[src/rtl/ddr_lives_display_pkg.sv]
// Shared constants for the DDR lives/arrow display: game state encoding, symbol codes and
// active-high segment glyphs ({g..a}).
package ddr_lives_display_pkg;

  localparam int unsigned STATE_BITS = 2;
  localparam logic [STATE_BITS:0] STATE_IDLE = 3'd0;
  localparam logic [STATE_BITS:0] STATE_GAME = 3'd2;

  localparam int unsigned SYM_ZERO  = 0;
  localparam int unsigned SYM_ARROW = 10;
  localparam int unsigned SYM_BLANK = 21;

  localparam logic [6:0] SEG_ZERO             = 7'h3F;
  localparam logic [6:0] SEG_ONE              = 7'h06;
  localparam logic [6:0] SEG_TWO              = 7'h5B;
  localparam logic [6:0] SEG_THREE            = 7'h4F;
  localparam logic [6:0] SEG_FOUR             = 7'h66;
  localparam logic [6:0] SEG_FIVE             = 7'h6D;
  localparam logic [6:0] SEG_SIX              = 7'h7D;
  localparam logic [6:0] SEG_SEVEN            = 7'h07;
  localparam logic [6:0] SEG_EIGHT            = 7'h7F;
  localparam logic [6:0] SEG_NINE             = 7'h6F;
  localparam logic [6:0] SEG_ARROW_LEFT       = 7'h39;
  localparam logic [6:0] SEG_ARROW_DOWN       = 7'h1C;
  localparam logic [6:0] SEG_ARROW_UP         = 7'h23;
  localparam logic [6:0] SEG_ARROW_RIGHT      = 7'h0F;
  localparam logic [6:0] SEG_ARROW_LEFT_DOWN  = 7'h18;
  localparam logic [6:0] SEG_ARROW_LEFT_UP    = 7'h21;
  localparam logic [6:0] SEG_ARROW_RIGHT_DOWN = 7'h0C;
  localparam logic [6:0] SEG_ARROW_RIGHT_UP   = 7'h03;
  localparam logic [6:0] SEG_ARROW_LEFT_RIGHT = 7'h36;
  localparam logic [6:0] SEG_ARROW_UP_DOWN    = 7'h49;
  localparam logic [6:0] SEG_ARROW_ALL        = 7'h40;
  localparam logic [6:0] SEG_BLANK            = 7'h00;

endpackage

[src/rtl/ddr_lives_display_if.sv]
// Game-side bundle for the lives display: FSM/arrow inputs and the board-facing outputs.
interface ddr_lives_display_if #(
  parameter int unsigned NUM_DIGITS  = 4,
  parameter int unsigned SYMBOL_BITS = 5,
  parameter int unsigned LIVES_BITS  = 3
);
  import ddr_lives_display_pkg::*;

  logic [STATE_BITS:0]               state;
  logic [NUM_DIGITS*SYMBOL_BITS-1:0] cur_arrows;
  logic                              miss;
  logic                              life_restore;
  logic [6:0]                        seg;
  logic [NUM_DIGITS-1:0]             an;
  logic [LIVES_BITS-1:0]             lives;
  logic                              game_over;

  modport master (
    output state, cur_arrows, miss, life_restore,
    input  seg, an, lives, game_over
  );

  modport slave (
    input  state, cur_arrows, miss, life_restore,
    output seg, an, lives, game_over
  );
endinterface

[src/rtl/ddr_lives_display_seg_decode.sv]
// Combinational symbol -> seven-segment decoder; codes above SYM_BLANK render blank.
module ddr_lives_display_seg_decode
  import ddr_lives_display_pkg::*;
#(
  parameter int unsigned SYMBOL_BITS    = 5,
  parameter bit          SEG_ACTIVE_LOW = 1'b1
) (
  input  logic [SYMBOL_BITS-1:0] sym,
  output logic [6:0]             seg
);

  logic [6:0] raw;

  always_comb begin
    raw = SEG_BLANK;
    if (sym <= SYMBOL_BITS'(SYM_BLANK)) begin
      case (sym[4:0])
        5'd0:    raw = SEG_ZERO;
        5'd1:    raw = SEG_ONE;
        5'd2:    raw = SEG_TWO;
        5'd3:    raw = SEG_THREE;
        5'd4:    raw = SEG_FOUR;
        5'd5:    raw = SEG_FIVE;
        5'd6:    raw = SEG_SIX;
        5'd7:    raw = SEG_SEVEN;
        5'd8:    raw = SEG_EIGHT;
        5'd9:    raw = SEG_NINE;
        5'd10:   raw = SEG_ARROW_LEFT;
        5'd11:   raw = SEG_ARROW_DOWN;
        5'd12:   raw = SEG_ARROW_UP;
        5'd13:   raw = SEG_ARROW_RIGHT;
        5'd14:   raw = SEG_ARROW_LEFT_DOWN;
        5'd15:   raw = SEG_ARROW_LEFT_UP;
        5'd16:   raw = SEG_ARROW_RIGHT_DOWN;
        5'd17:   raw = SEG_ARROW_RIGHT_UP;
        5'd18:   raw = SEG_ARROW_LEFT_RIGHT;
        5'd19:   raw = SEG_ARROW_UP_DOWN;
        5'd20:   raw = SEG_ARROW_ALL;
        default: raw = SEG_BLANK;
      endcase
    end
  end

  assign seg = SEG_ACTIVE_LOW ? ~raw : raw;

endmodule

[src/rtl/ddr_lives_display.sv]
// Multi-digit DDR display: latches lane arrows on each metronome beat while in game, tracks a
// saturating lives counter and scans the digits with one-hot anode drive.
module ddr_lives_display
  import ddr_lives_display_pkg::*;
#(
  parameter int unsigned NUM_DIGITS     = 4,
  parameter int unsigned SYMBOL_BITS    = 5,
  parameter int unsigned LIVES_BITS     = 3,
  parameter int unsigned LIVES_INIT     = 5,
  parameter int unsigned REFRESH_DIV    = 50000,
  parameter bit          SEG_ACTIVE_LOW = 1'b1
) (
  input logic                clk,
  input logic                rst,
  input logic                metronome_clk,
  ddr_lives_display_if.slave bus
);

  localparam int unsigned CntW = (REFRESH_DIV > 1) ? $clog2(REFRESH_DIV) : 1;
  localparam int unsigned IdxW = (NUM_DIGITS > 1) ? $clog2(NUM_DIGITS) : 1;
  localparam int unsigned DigW = NUM_DIGITS * SYMBOL_BITS;

  localparam logic [6:0]            SegOff   = SEG_ACTIVE_LOW ? 7'h7F : 7'h00;
  localparam logic [NUM_DIGITS-1:0] AnOff    = SEG_ACTIVE_LOW ? '1 : '0;
  localparam logic [DigW-1:0]       AllBlank = {NUM_DIGITS{SYMBOL_BITS'(SYM_BLANK)}};

  logic [2:0]               met_q;
  logic                     beat, in_game;
  logic [DigW-1:0]          digit_q;
  logic [LIVES_BITS-1:0]    lives_q, lives_d;
  logic                     game_over_q;
  logic [CntW-1:0]          cnt_q;
  logic [IdxW-1:0]          idx_q;
  logic [SYMBOL_BITS-1:0]   cur_sym;
  logic [6:0]               seg_dec, seg_q;
  logic [NUM_DIGITS-1:0]    an_hot, an_q;

  // met_q[1:0] is the synchroniser, met_q[2] the edge-detect history.
  assign beat    = met_q[1] & ~met_q[2];
  assign in_game = (bus.state == STATE_GAME);

  always_comb begin
    lives_d = lives_q;
    if (in_game) begin
      if (bus.miss && !bus.life_restore && lives_q != '0) begin
        lives_d = lives_q - LIVES_BITS'(1);
      end else if (bus.life_restore && !bus.miss && lives_q < LIVES_BITS'(LIVES_INIT)) begin
        lives_d = lives_q + LIVES_BITS'(1);
      end
    end
  end

  always_comb begin
    cur_sym = SYMBOL_BITS'(SYM_BLANK);
    if (in_game) begin
      cur_sym = digit_q[idx_q*SYMBOL_BITS +: SYMBOL_BITS];
    end else if (idx_q == IdxW'(NUM_DIGITS - 1) && 32'(lives_q) <= 32'd9) begin
      cur_sym = SYMBOL_BITS'(lives_q);
    end
  end

  assign an_hot = NUM_DIGITS'(1) << idx_q;

  ddr_lives_display_seg_decode #(
    .SYMBOL_BITS    (SYMBOL_BITS),
    .SEG_ACTIVE_LOW (SEG_ACTIVE_LOW)
  ) u_decode (
    .sym (cur_sym),
    .seg (seg_dec)
  );

  always_ff @(posedge clk) begin
    if (rst) begin
      met_q       <= '0;
      digit_q     <= AllBlank;
      lives_q     <= LIVES_BITS'(LIVES_INIT);
      game_over_q <= 1'b0;
      cnt_q       <= '0;
      idx_q       <= '0;
      seg_q       <= SegOff;
      an_q        <= AnOff;
    end else begin
      met_q       <= {met_q[1:0], metronome_clk};
      lives_q     <= lives_d;
      game_over_q <= (lives_d == '0);
      if (in_game && beat) begin
        digit_q <= bus.cur_arrows;
      end
      if (cnt_q == CntW'(REFRESH_DIV - 1)) begin
        cnt_q <= '0;
        idx_q <= (idx_q == IdxW'(NUM_DIGITS - 1)) ? '0 : idx_q + IdxW'(1);
      end else begin
        cnt_q <= cnt_q + CntW'(1);
      end
      // Anode and segments both follow idx_q so they switch together.
      seg_q <= seg_dec;
      an_q  <= SEG_ACTIVE_LOW ? ~an_hot : an_hot;
    end
  end

  assign bus.seg       = seg_q;
  assign bus.an        = an_q;
  assign bus.lives     = lives_q;
  assign bus.game_over = game_over_q;

endmodule

[src/flat_wrapper.sv]
// flat-port wrapper written by rule: the top's interface ports become plain ports
module ddr_lives_display_flat import ddr_lives_display_pkg::*;
#(
  parameter int unsigned NUM_DIGITS     = 4,
  parameter int unsigned SYMBOL_BITS    = 5,
  parameter int unsigned LIVES_BITS     = 3,
  parameter int unsigned LIVES_INIT     = 5,
  parameter int unsigned REFRESH_DIV    = 50000,
  parameter bit          SEG_ACTIVE_LOW = 1'b1
)
  (clk, rst, metronome_clk, bus_state, bus_cur_arrows, bus_miss, bus_life_restore, bus_seg, bus_an, bus_lives, bus_game_over);
  ddr_lives_display_if #(.NUM_DIGITS(NUM_DIGITS), .SYMBOL_BITS(SYMBOL_BITS), .LIVES_BITS(LIVES_BITS)) bus_i ();
  input logic clk;
  input logic rst;
  input logic metronome_clk;
  input wire logic [$bits(bus_i.state)-1:0] bus_state;
  input wire logic [$bits(bus_i.cur_arrows)-1:0] bus_cur_arrows;
  input wire logic [$bits(bus_i.miss)-1:0] bus_miss;
  input wire logic [$bits(bus_i.life_restore)-1:0] bus_life_restore;
  output wire logic [$bits(bus_i.seg)-1:0] bus_seg;
  output wire logic [$bits(bus_i.an)-1:0] bus_an;
  output wire logic [$bits(bus_i.lives)-1:0] bus_lives;
  output wire logic [$bits(bus_i.game_over)-1:0] bus_game_over;
  assign bus_i.state = bus_state;
  assign bus_i.cur_arrows = bus_cur_arrows;
  assign bus_i.miss = bus_miss;
  assign bus_i.life_restore = bus_life_restore;
  assign bus_seg = bus_i.seg;
  assign bus_an = bus_i.an;
  assign bus_lives = bus_i.lives;
  assign bus_game_over = bus_i.game_over;
  ddr_lives_display #(.NUM_DIGITS(NUM_DIGITS), .SYMBOL_BITS(SYMBOL_BITS), .LIVES_BITS(LIVES_BITS), .LIVES_INIT(LIVES_INIT), .REFRESH_DIV(REFRESH_DIV), .SEG_ACTIVE_LOW(SEG_ACTIVE_LOW)) u_core (.clk(clk), .rst(rst), .metronome_clk(metronome_clk), .bus(bus_i));
endmodule
[config.mk]
export PLATFORM = sky130hd
export DESIGN_NAME = ddr_lives_display_flat
export DESIGN_NICKNAME = d
export VERILOG_FILES = /design/src/rtl/ddr_lives_display_pkg.sv /design/src/rtl/ddr_lives_display_if.sv /design/src/rtl/ddr_lives_display_seg_decode.sv /design/src/rtl/ddr_lives_display.sv /design/src/flat_wrapper.sv
export SDC_FILE = /design/constraint.sdc
export NUM_CORES = 1
export LEC_CHECK = 0
export CAP_MARGIN = 10
export CORE_MARGIN = 4
export CORE_UTILIZATION = 45
export DETAILED_ROUTE_END_ITERATION = 8
export PLACE_DENSITY = 0.78
export SLEW_MARGIN = 25
export SYNTH_ARGS = -nofsm -noshare
export SYNTH_HDL_FRONTEND = slang
export SYNTH_SLANG_ARGS = --single-unit
[constraint.sdc]
create_clock -name clk -period 3.15 [get_ports clk]
set_input_delay 0.315 -clock clk [delete_from_list [all_inputs] [get_ports clk]]
set_output_delay 0.315 -clock clk [all_outputs]
set_load 0.01 [all_outputs]
# Word level (Yosys, flattened, before mapping)
# Memory sizes are Yosys's and may differ from the RTL's.
# Cells that the tools add are included.
[totals] input_bits=28 rom_bits=224 mem_bits_rw=0 latch_bits=0 word_cells=42 register_bits=56 mem_count=1
[mem_list] memory="(name not given)" depth=32 word_bits=7 read_ports=1 rd_ports_with_merged_regs=0 wr=0 line="ddr_lives_display_seg_decode.sv:17" source="case (sym[4:0])"
[op_classes] n_bitwise=4 div_mod_pow=0 eq_ne=3 n_mux=7 shifts=2 n_reduce_logical=10 n_lt_le_gt_ge=2 mul=1 add_sub_neg=4
[ops] op="indexed part select 20 x 6 -> 5 bit" count=1
[ops] op="adder 16 x 1 -> 16 bit, second input constant" count=1
[ops] op="== test 16 bit, second input constant" count=1
[ops] op="two-way mux 5 bit" count=2
[ops] op="two-way mux 3 bit" count=3
[ops] op="two-way mux 7 bit" count=1
[ops] op="NOT 7 bit" count=1
[ops] op="<= comparator 5 bit, second input constant" count=1
[ops] op="logical AND 1 bit" count=5
[ops] op="multiplier 2 x 3 -> 5 bit, second input constant" count=1
[ops] op="NOT 4 bit" count=1
[ops] op="left shift 1 x 2 -> 4 bit, first input constant" count=1
[ops] op="adder 3 x 1 -> 3 bit, second input constant" count=1
[ops] op="== test 3 x 2 -> 1 bit, second input constant" count=1
[ops] op="logical NOT 3 bit" count=1
[ops] op="< comparator 3 bit, second input constant" count=1
[ops] op="nonzero test 3 bit" count=1
[ops] op="subtractor 3 x 1 -> 3 bit, second input constant" count=1
[ops] op="adder 2 x 1 -> 2 bit, second input constant" count=1
[ops] op="== test 2 bit, second input constant" count=1
[ops] op="logical NOT 1 bit" count=2
[ops] op="two-way mux 2 bit" count=1
[ops] op="OR reduction 2 bit" count=1
[ops] op="AND 1 bit" count=1
[ops] op="NOT 1 bit" count=1

# Depth between registers and ports, before layout
# Gate-level depths: netlist (run 1).
[depth] ltp_word=7 ltp_mapped=10 depth_no_buf=9

# Modules after synthesis
# Synthesis (run 1) repeated with hierarchy kept, for this count alone.
[hier_totals] hier_cells=321 area_unflattened_um2=2791.4
[modules_own_cells] mod="ddr_lives_display" area_per_inst_um2=2383.5 cells_per_inst=271 n_inst=1
[modules_own_cells] mod="ddr_lives_display_seg_decode" area_per_inst_um2=407.9 cells_per_inst=50 n_inst=1

# Least setup slack after synthesis (run 1)
# No wires, ideal clock.
[synth_timing] path_kind="flip-flop to flip-flop" from="register u_core.idx_q[1]" to="register u_core.seg_q[0], in the netlist u_core.bus.seg[0]" stages_incl_launch_ff=9 arrival_ps=2282 slack_ps=746 t_required_ps=3028 setup_ps=122 n_path_buf=1 cell_sequence="dfxtp_1 buf_6 mux4_1 mux2i_1 inv_1 ha_1 a31oi_1 o211ai_1 a221o_1"
[synth_between] elab_chain_len=6 elab_cells_between_ends=9 classes_between="mul: 1; order compare: 1; eq/ne: 1; shift: 1; mux: 3; bitwise: 1; memory: 1"
[synth_lines] element="from (decl)" line="ddr_lives_display.sv:33" source="logic [IdxW-1:0] idx_q;"
[synth_lines] element="from (signal assigned)" line="ddr_lives_display.sv:91" source="idx_q <= (idx_q == IdxW'(NUM_DIGITS - 1)) ? '0 : idx_q + IdxW'(1);"
[synth_lines] element="multiplier 2 x 3 -> 5 bit or == test 2 bit (tied branches)" line="ddr_lives_display.sv:56, ddr_lives_display.sv:57"
[synth_lines] element="indexed part select 20 x 6 -> 5 bit or two-way mux 5 bit (tied branches)" line="ddr_lives_display.sv:56, ddr_lives_display.sv:57"
[synth_lines] element="two-way mux 5 bit (*)" line="ddr_lives_display.sv:55" source="if (in_game) begin"
[synth_lines] element="memory read (32 x 7 bit) or <= comparator 5 bit (tied branches)"
[synth_lines] element="two-way mux 7 bit (*)" line="ddr_lives_display_seg_decode.sv:16" source="if (sym <= SYMBOL_BITS'(SYM_BLANK)) begin"
[synth_lines] element="NOT 7 bit (*)" line="ddr_lives_display_seg_decode.sv:44" source="assign seg = SEG_ACTIVE_LOW ? ~raw : raw;"
[synth_lines] element="to (signal assigned)" line="ddr_lives_display.sv:80" source="seg_q <= SegOff;"
[synth_lines] element="to (signal assigned)" line="ddr_lives_display.sv:96" source="seg_q <= seg_dec;"
[synth_lines] element="to (decl)" line="ddr_lives_display.sv:35" source="logic [6:0] seg_dec, seg_q;"
# Mark *: on every way between the ends. The rest lies on a longest branch, timed or not.
# A chain may end at the register's enable or synchronous reset.

# Worst setup path in the final report (run 1)
[layout_timing] from="input bus_state[1]" to="register u_core.seg_q[0], in the netlist u_core.bus.seg[0]"
[layout_between] elab_chain_len=5 elab_cells_between_ends=6 classes_between="order compare: 1; eq/ne: 1; mux: 2; bitwise: 1; memory: 1"
[layout_lines] element="from (decl)" line="flat_wrapper.sv:16" source="input wire logic [$bits(bus_i.state)-1:0] bus_state;"
[layout_lines] element="== test 3 x 2 -> 1 bit (*)" line="ddr_lives_display.sv:40" source="assign in_game = (bus.state == STATE_GAME);"
[layout_lines] element="two-way mux 5 bit (*)" line="ddr_lives_display.sv:55"
[layout_lines] element="memory read (32 x 7 bit) or <= comparator 5 bit (tied branches)"
[layout_lines] element="two-way mux 7 bit (*)" line="ddr_lives_display_seg_decode.sv:16"
[layout_lines] element="NOT 7 bit (*)" line="ddr_lives_display_seg_decode.sv:44"
# Marked as above.

==> results of run 1 <==
==> kinds of logic (layout without fill, tap and decap cells) <==
| group | Yosys count | count (layout) |
|---|---|---|
| adders and majority gates | 16 | 16 |
| DFF | 56 | 56 |
| and+or+nand+nor | 146 | 146 |
| AOI/OAI and AO/OA | 44 | 44 |
| muxes | 18 | 18 |
| xor gates and xnor gates | 16 | 16 |
| buffers and inverters | 27 | 67 |
==> cell usage after synthesis (2+ instances only) <==
| cell | instances | area share [%] |
|---|---|---|
| clkbuf_1 | 10 | 1.3 |
| o21ai_0 | 6 | 1.0 |
| dfxtp_1 | 56 | 39 |
| mux2_4 | 2 | 1.0 |
| nor2b_1 | 4 | 0.87 |
| mux2i_1 | 9 | 3.1 |
| nand2b_1 | 4 | 0.87 |
| and2_1 | 3 | 0.65 |
| nor3_1 | 7 | 1.2 |
| a21oi_1 | 12 | 2.1 |
| nand4_1 | 4 | 0.87 |
| mux4_1 | 3 | 2.8 |
| nor4b_1 | 2 | 0.61 |
| and3_1 | 5 | 1.1 |
| or3_1 | 3 | 0.65 |
| nor2_1 | 27 | 3.5 |
| o2111ai_1 | 3 | 0.92 |
| xnor2_1 | 12 | 3.7 |
| nand3_1 | 21 | 3.7 |
| o211ai_1 | 3 | 0.79 |
| o31a_1 | 2 | 0.61 |
| mux4_2 | 2 | 1.6 |
| nand2_1 | 57 | 7.5 |
| a221o_1 | 3 | 1.0 |
| buf_6 | 2 | 0.79 |
| buf_2 | 3 | 0.52 |
| inv_1 | 12 | 1.6 |
| ha_1 | 16 | 7.0 |
| xor2_1 | 4 | 1.2 |
| a31oi_1 | 3 | 0.65 |
==> state kept, by name, summed over array words and instances, names as in the netlist <==
| register | cells |
|---|---|
| u_core.idx_q | 2 |
| u_core.digit_q | 20 |
| u_core.bus.lives | 3 |
| u_core.bus.seg | 7 |
| u_core.cnt_q | 16 |
| u_core.bus.game_over | 1 |
| u_core.met_q | 3 |
| u_core.bus.an | 4 |
==> worst max path at each step <==
stage	endpoint	from
after floorplan	u_core.bus.seg[0]$_SDFF_PP1_	u_core.idx_q[1]$_SDFFE_PP0P_
after global placement	u_core.bus.seg[0]$_SDFF_PP1_	bus_state[1]
after detailed placement	u_core.bus.seg[0]$_SDFF_PP1_	bus_state[1]
after CTS	u_core.bus.seg[0]$_SDFF_PP1_	u_core.idx_q[1]$_SDFFE_PP0P_
after global routing	u_core.bus.seg[4]$_SDFF_PP1_	u_core.idx_q[1]$_SDFFE_PP0P_
final	u_core.bus.seg[0]$_SDFF_PP1_	bus_state[1]
==> cell type report <==
cell class	count	area, µm²
Fill cell	562	2620
Multi-Input combinational cell	240	1630
Sequential cell	56	1120
Timing Repair Buffer	48	465
Tap cell	75	93.8
Clock buffer	6	72.6
Inverter	12	45.0
Clock inverter	1	8.76
==> worst max-delay path, cell delays in order <==
cell             delay [ns]
clkdlybuf4s50_1        0.46
or3b_2                 0.58
nor2_1                 0.16
a31o_2                 0.21
inv_1                  0.12
ha_1                   0.21
a31oi_1                0.15
nand3_1                0.12
o21ai_0                0.37
a221o_1                0.22
==> power by group through the flow <==
stage	clock network (mW)	registers (mW)	logic [mW]
after floorplan	0	0.738	0.0330
after global placement	0	0.738	0.0781
after detailed placement	0	0.739	0.0788
after CTS	0.393	0.722	0.0794
after global routing	0.420	0.724	0.0856
final	0.382	0.722	0.0792
==> per-stage QoR <==
step	std cells	total power [mW]	utilization, %
after floorplan	323	0.771	-
after global placement	431	0.816	55.4
after detailed placement	431	0.817	55.4
after CTS	438	1.19	56.7
after global routing	438	1.23	56.7
final	438	1.18	56.7
==> routing by layer <==
metal	up-vias	part of all wire, %	GRT usage (%)
li1	1201	-	-
met1	1062	49	21.7
met2	74	43	24.5
met3	7	6.4	3.67
met4	0	1.4	6.14
met5	-	0	0
==> flow_summary.json, run 1 <==
{
  "ff2ff_path_depth": 7,
  "post_cts_buffers": 0,
  "synth_xor_area_share_pct": 4.89,
  "r2r_start": "u_core.idx_q[1]$_SDFFE_PP0P_",
  "vias": 2344,
  "detail-route-antenna-nets": 0,
  "drt_iter0_drc": 128,
  "clock_latency_ns": 0.31,
  "async_reset_ff_share_pct": 0,
  "grt_first_pass_wirelength_um": 9780,
  "clkPwrFrac_pct": 32.3,
  "area_delta_synth_final_pct": 19.9,
  "synth_edf_count": 0,
  "mostFrequentLayoutCell": "nand2_1",
  "cts_buffers": 5,
  "p_per_area_nw_per_um2": 344,
  "skew_ns": 0.00385,
  "synth_top_family_by_area": "simple AND/OR/NAND/NOR gates",
  "clkSlewWorstSetupHoldPaths_ns": 0.10,
  "cts_tree": "built",
  "place_area_um2": 3360,
  "ys_seq_area_share_pct": 39.1,
  "dpl.hpwl_um": 4260,
  "wl_um": 5800,
  "place_ws_ns": 0.166,
  "grt_max_degree": 21,
  "muxShareOfSynthArea_pct": 9.69,
  "tns_ns": 0,
  "ys.flop_type": "dfxtp_1",
  "worstPathRequired_ns": 3.41,
  "start_util_pct": 47.3,
  "pwr-share-seq_pct": 61.0,
  "antenna_found_initial": 0,
  "cts_htree_levels": 2,
  "critPathCaptureType": "register",
  "final_area_um2": 3440,
  "io_buffers": 42,
  "cts_sinks": 56,
  "cts_root_buf": "clkbuf_8",
  "ys_types": 53,
  "critical_path_class": "input pin to register",
  "setup_viol": 0,
  "cp-start-kind": "input pin",
  "setup_slack_ns": 0.493,
  "whs_ns": 0.457,
  "avgRoutedWirePerCell_um": 13.2,
  "synth_cells": 323,
  "power_leakage_nw": 1.29,
  "post-route-period-util_pct": 84.3,
  "final_nets": 407,
  "hold_path.class": "register to register",
  "synth_compound_area_share_pct": 10.7,
  "die_y_um": 87.8,
  "syn_area_um2": 2870,
  "hold_viol": 0,
  "vias_per_cell": 5.35,
  "drv_slew": 0,
  "cp.arrival_ns": 2.92,
  "worstPathMaxFanout": 9,
  "slew_headroom_pct": 50.4,
  "cap_viol_max_count": 0,
  "io_pins": 43,
  "overflow": 0,
  "hold_start": "u_core.met_q[0]$_SDFF_PP0_",
  "min_period_ns": 2.66,
  "rsz0062_at_grt": "no",
  "intPower_mw": 0.918,
  "synth-simple-area-share_pct": 24.5,
  "clock.fmax_ghz": 0.376,
  "r2r_slack_ns": 0.50,
  "switching_share_pct": 22.4,
  "grt_pass1_vias": 2119,
  "drive_above_1_share_pct": 6.34,
  "postSynthAreaPerCell_um2": 8.87,
  "n_antenna_cell": 0,
  "r2r_end": "u_core.bus.seg[0]$_SDFF_PP1_",
  "syn-num-nets": 367,
  "p_comb_share_pct": 6.7,
  "grt_util_all_layers_pct": 15.9,
  "synthAdderAreaFrac_pct": 6.98,
  "final_cell_mix": "57 x nand2_1, 56 x dfxtp_1, 42 x clkdlybuf4s50_1",
  "peakVddDrop_mv": 0.213,
  "yosysWarningCount": 0,
  "ctsHoldBuffers": 0,
  "ys_seq_elements": 56,
  "status": "finished, final reports clean",
  "rows": 28,
  "drc_errors": 0,
  "switchingPower_mw": 0.265,
  "fp.dieW_um": 87.8,
  "min_path_cells": 1,
  "cts_buffer_depth": 2,
  "dieArea_um2": 7710,
  "hold-path-endpoint": "u_core.met_q[1]$_SDFF_PP0_",
  "gp_congestion": 0.916,
  "cts_resized": 0,
  "tightest_slew_ns": 0.742,
  "coreArea_um2": 6060,
  "dr.pass1.iters": 5
}
Power figures use the tool's default switching activity.
==> run 2, diff against run 1 <==
Clock period 3.15 ns to 2.5 ns, I/O delays scaled along.
==> run 2 against run 1 <==
Clock power increased by 62%. Total power rose by 38%. Largest power group unchanged. Cell area grew 5.5%. Sequential power grew 26%. Highest routed layer unchanged. Largest cell class unchanged.
==> flow_summary.json, run 2 (same netlist as run 1, synthesis figures left out) <==
{
  "status": "finished, final reports clean",
  "cp.arrival_ns": 2.56,
  "dr.pass1.iters": 4,
  "rows": 28,
  "min_path_cells": 1,
  "slew_headroom_pct": 66.7,
  "grt_max_degree": 21,
  "avgRoutedWirePerCell_um": 14.1,
  "io_buffers": 42,
  "fp.dieW_um": 87.8,
  "min_period_ns": 2.34,
  "final_area_um2": 3630,
  "drc_errors": 0,
  "cts_buffers": 5,
  "cap_viol_max_count": 0,
  "start_util_pct": 47.3,
  "final_nets": 426,
  "final_cell_mix": "57 x nand2_1, 55 x dfxtp_1, 42 x clkdlybuf4s50_1",
  "largest_reg_flops": 20,
  "ff2ff_path_depth": 7,
  "io_pins": 43,
  "worstPathMaxFanout": 5,
  "grt_pass1_vias": 2346,
  "cts_root_buf": "clkbuf_8",
  "wl_um": 6480,
  "hold_viol": 0,
  "setup_viol": 0,
  "worstPathRequired_ns": 2.72,
  "cts_sinks": 56,
  "p_total_mw": 1.64,
  "cts_tree": "built",
  "p_per_area_nw_per_um2": 451,
  "power_leakage_nw": 1.39,
  "nFillCells": 532,
  "peakVddDrop_mv": 0.315,
  "post-route-period-util_pct": 93.5,
  "cts_buffer_depth": 2,
  "rsz0062_at_grt": "no",
  "antenna_found_initial": 0,
  "hold_start": "u_core.met_q[0]$_SDFF_PP0_",
  "clkPwrFrac_pct": 37.8,
  "mostFrequentLayoutCell": "nand2_1",
  "hold-path-endpoint": "u_core.met_q[1]$_SDFF_PP0_",
  "n_antenna_cell": 0,
  "intPower_mw": 1.27,
  "regMostFlops": "u_core.digit_q",
  "critPathCaptureType": "register",
  "tightest_slew_ns": 0.486,
  "p_comb_share_pct": 6.5,
  "overflow": 0,
  "coreArea_um2": 6060,
  "skew_ns": 0.0122,
  "gp_congestion": 0.943,
  "area_delta_synth_final_pct": 26.5,
  "r2r_end": "u_core.bus.seg[0]$_SDFF_PP1_",
  "drive_above_1_share_pct": 12.0,
  "clkSlewWorstSetupHoldPaths_ns": 0.11,
  "clock.fmax_ghz": 0.428,
  "cp-start-kind": "register",
  "grt_util_all_layers_pct": 17.7,
  "vias": 2488,
  "hold_path.class": "register to register",
  "die_y_um": 87.8,
  "dpl.hpwl_um": 4750,
  "cts_htree_levels": 2,
  "grt_first_pass_wirelength_um": 10900,
  "drv_slew": 0,
  "dieArea_um2": 7710,
  "whs_ns": 0.460,
  "place_area_um2": 3500,
  "r2r_start": "u_core.idx_q[1]$_SDFFE_PP0P_",
  "tns_ns": 0,
  "pwr-share-seq_pct": 55.6,
  "detail-route-antenna-nets": 0,
  "place_ws_ns": -0.263,
  "setup_slack_ns": 0.164,
  "switchingPower_mw": 0.367,
  "r2r_slack_ns": 0.16,
  "switching_share_pct": 22.5,
  "vias_per_cell": 5.43,
  "critical_path_class": "register to register",
  "drt_iter0_drc": 184,
  "clock_latency_ns": 0.32
}
==> run 2: cell count changes in the layout (fill, tap and decap cells not counted), sizes merged <==
cell and change:
clkbuf -1, buf +19, bufinv +1, clkinv +1
==> run 2: layer usage <==
metal / GRT usage [%] / up-vias / wire [µm]
li1: - / 1239 / -
met1: 22.6 / 1156 / 2990
met2: 29.2 / 80 / 2950
met3: 4.14 / 13 / 413
met4: 6.14 / 0 / 119
met5: 0 / - / 0
==> run 2: layout make-up <==
cell class	instances	area (µm²)	area share, %
Multi-Input combinational cell	240	1640	45.3
Sequential cell	56	1120	30.9
Timing Repair Buffer	67	608	16.8
Tap cell	75	93.8	2.59
Clock buffer	5	68.8	1.90
Clock inverter	3	46.3	1.28
Inverter	12	45.0	1.24
==> run 2: how the worst max path moves through the flow <==
stage | from | endpoint | slack, ns | cells after the start
6_report | u_core.idx_q[1]$_SDFFE_PP0P_ | u_core.bus.seg[0]$_SDFF_PP1_ | 0.16 | 7
5_1_grt | u_core.idx_q[1]$_SDFFE_PP0P_ | u_core.bus.seg[0]$_SDFF_PP1_ | 0.06 | 7
4_1_cts | u_core.idx_q[1]$_SDFFE_PP0P_ | u_core.bus.seg[0]$_SDFF_PP1_ | 0.03 | 7
3_5_place_dp | bus_state[1] | u_core.bus.seg[0]$_SDFF_PP1_ | -0.26 | 8
3_3_place_gp | bus_state[1] | u_core.bus.seg[4]$_SDFF_PP1_ | -0.15 | 8
2_1_floorplan | u_core.idx_q[1]$_SDFFE_PP0P_ | u_core.bus.seg[0]$_SDFF_PP1_ | 0.1 | 8
==> run 2: timing repair <==
| action | CTS | global route |
|---|---|---|
| gates cloned | 0 | 0 |
| endpoints found under the setup margin | 5 | 5 |
| hold buffers | 0 | 0 |
| gates resized for setup | 1 | 3 |
| pin swaps | 0 | 0 |
| setup buffers | 0 | 0 |
==> run 2: critical path, cell delays in order, from the launching register on <==
cell,delay (ns)
dfxtp_2,0.40
mux4_1,0.64
mux2i_4,0.27
inv_1,0.14
ha_1,0.25
mux2i_1,0.15
o211ai_1,0.10
a221o_1,0.29
==> run 2: stage by stage <==
stage / util (%) / cells
after floorplan: - / 323
after global placement: 57.7 / 450
after detailed placement: 57.7 / 450
after CTS: 59.7 / 458
after global routing: 59.8 / 458
final: 59.8 / 458
==> run 2: power groups by stage <==
stage	combinational, mW	clock [mW]	sequential, mW
3_5_place_dp	0.105	0	0.931
4_1_cts	0.106	0.630	0.911
2_1_floorplan	0.0416	0	0.930
3_3_place_gp	0.103	0	0.930
5_1_grt	0.116	0.667	0.912
6_report	0.107	0.619	0.911
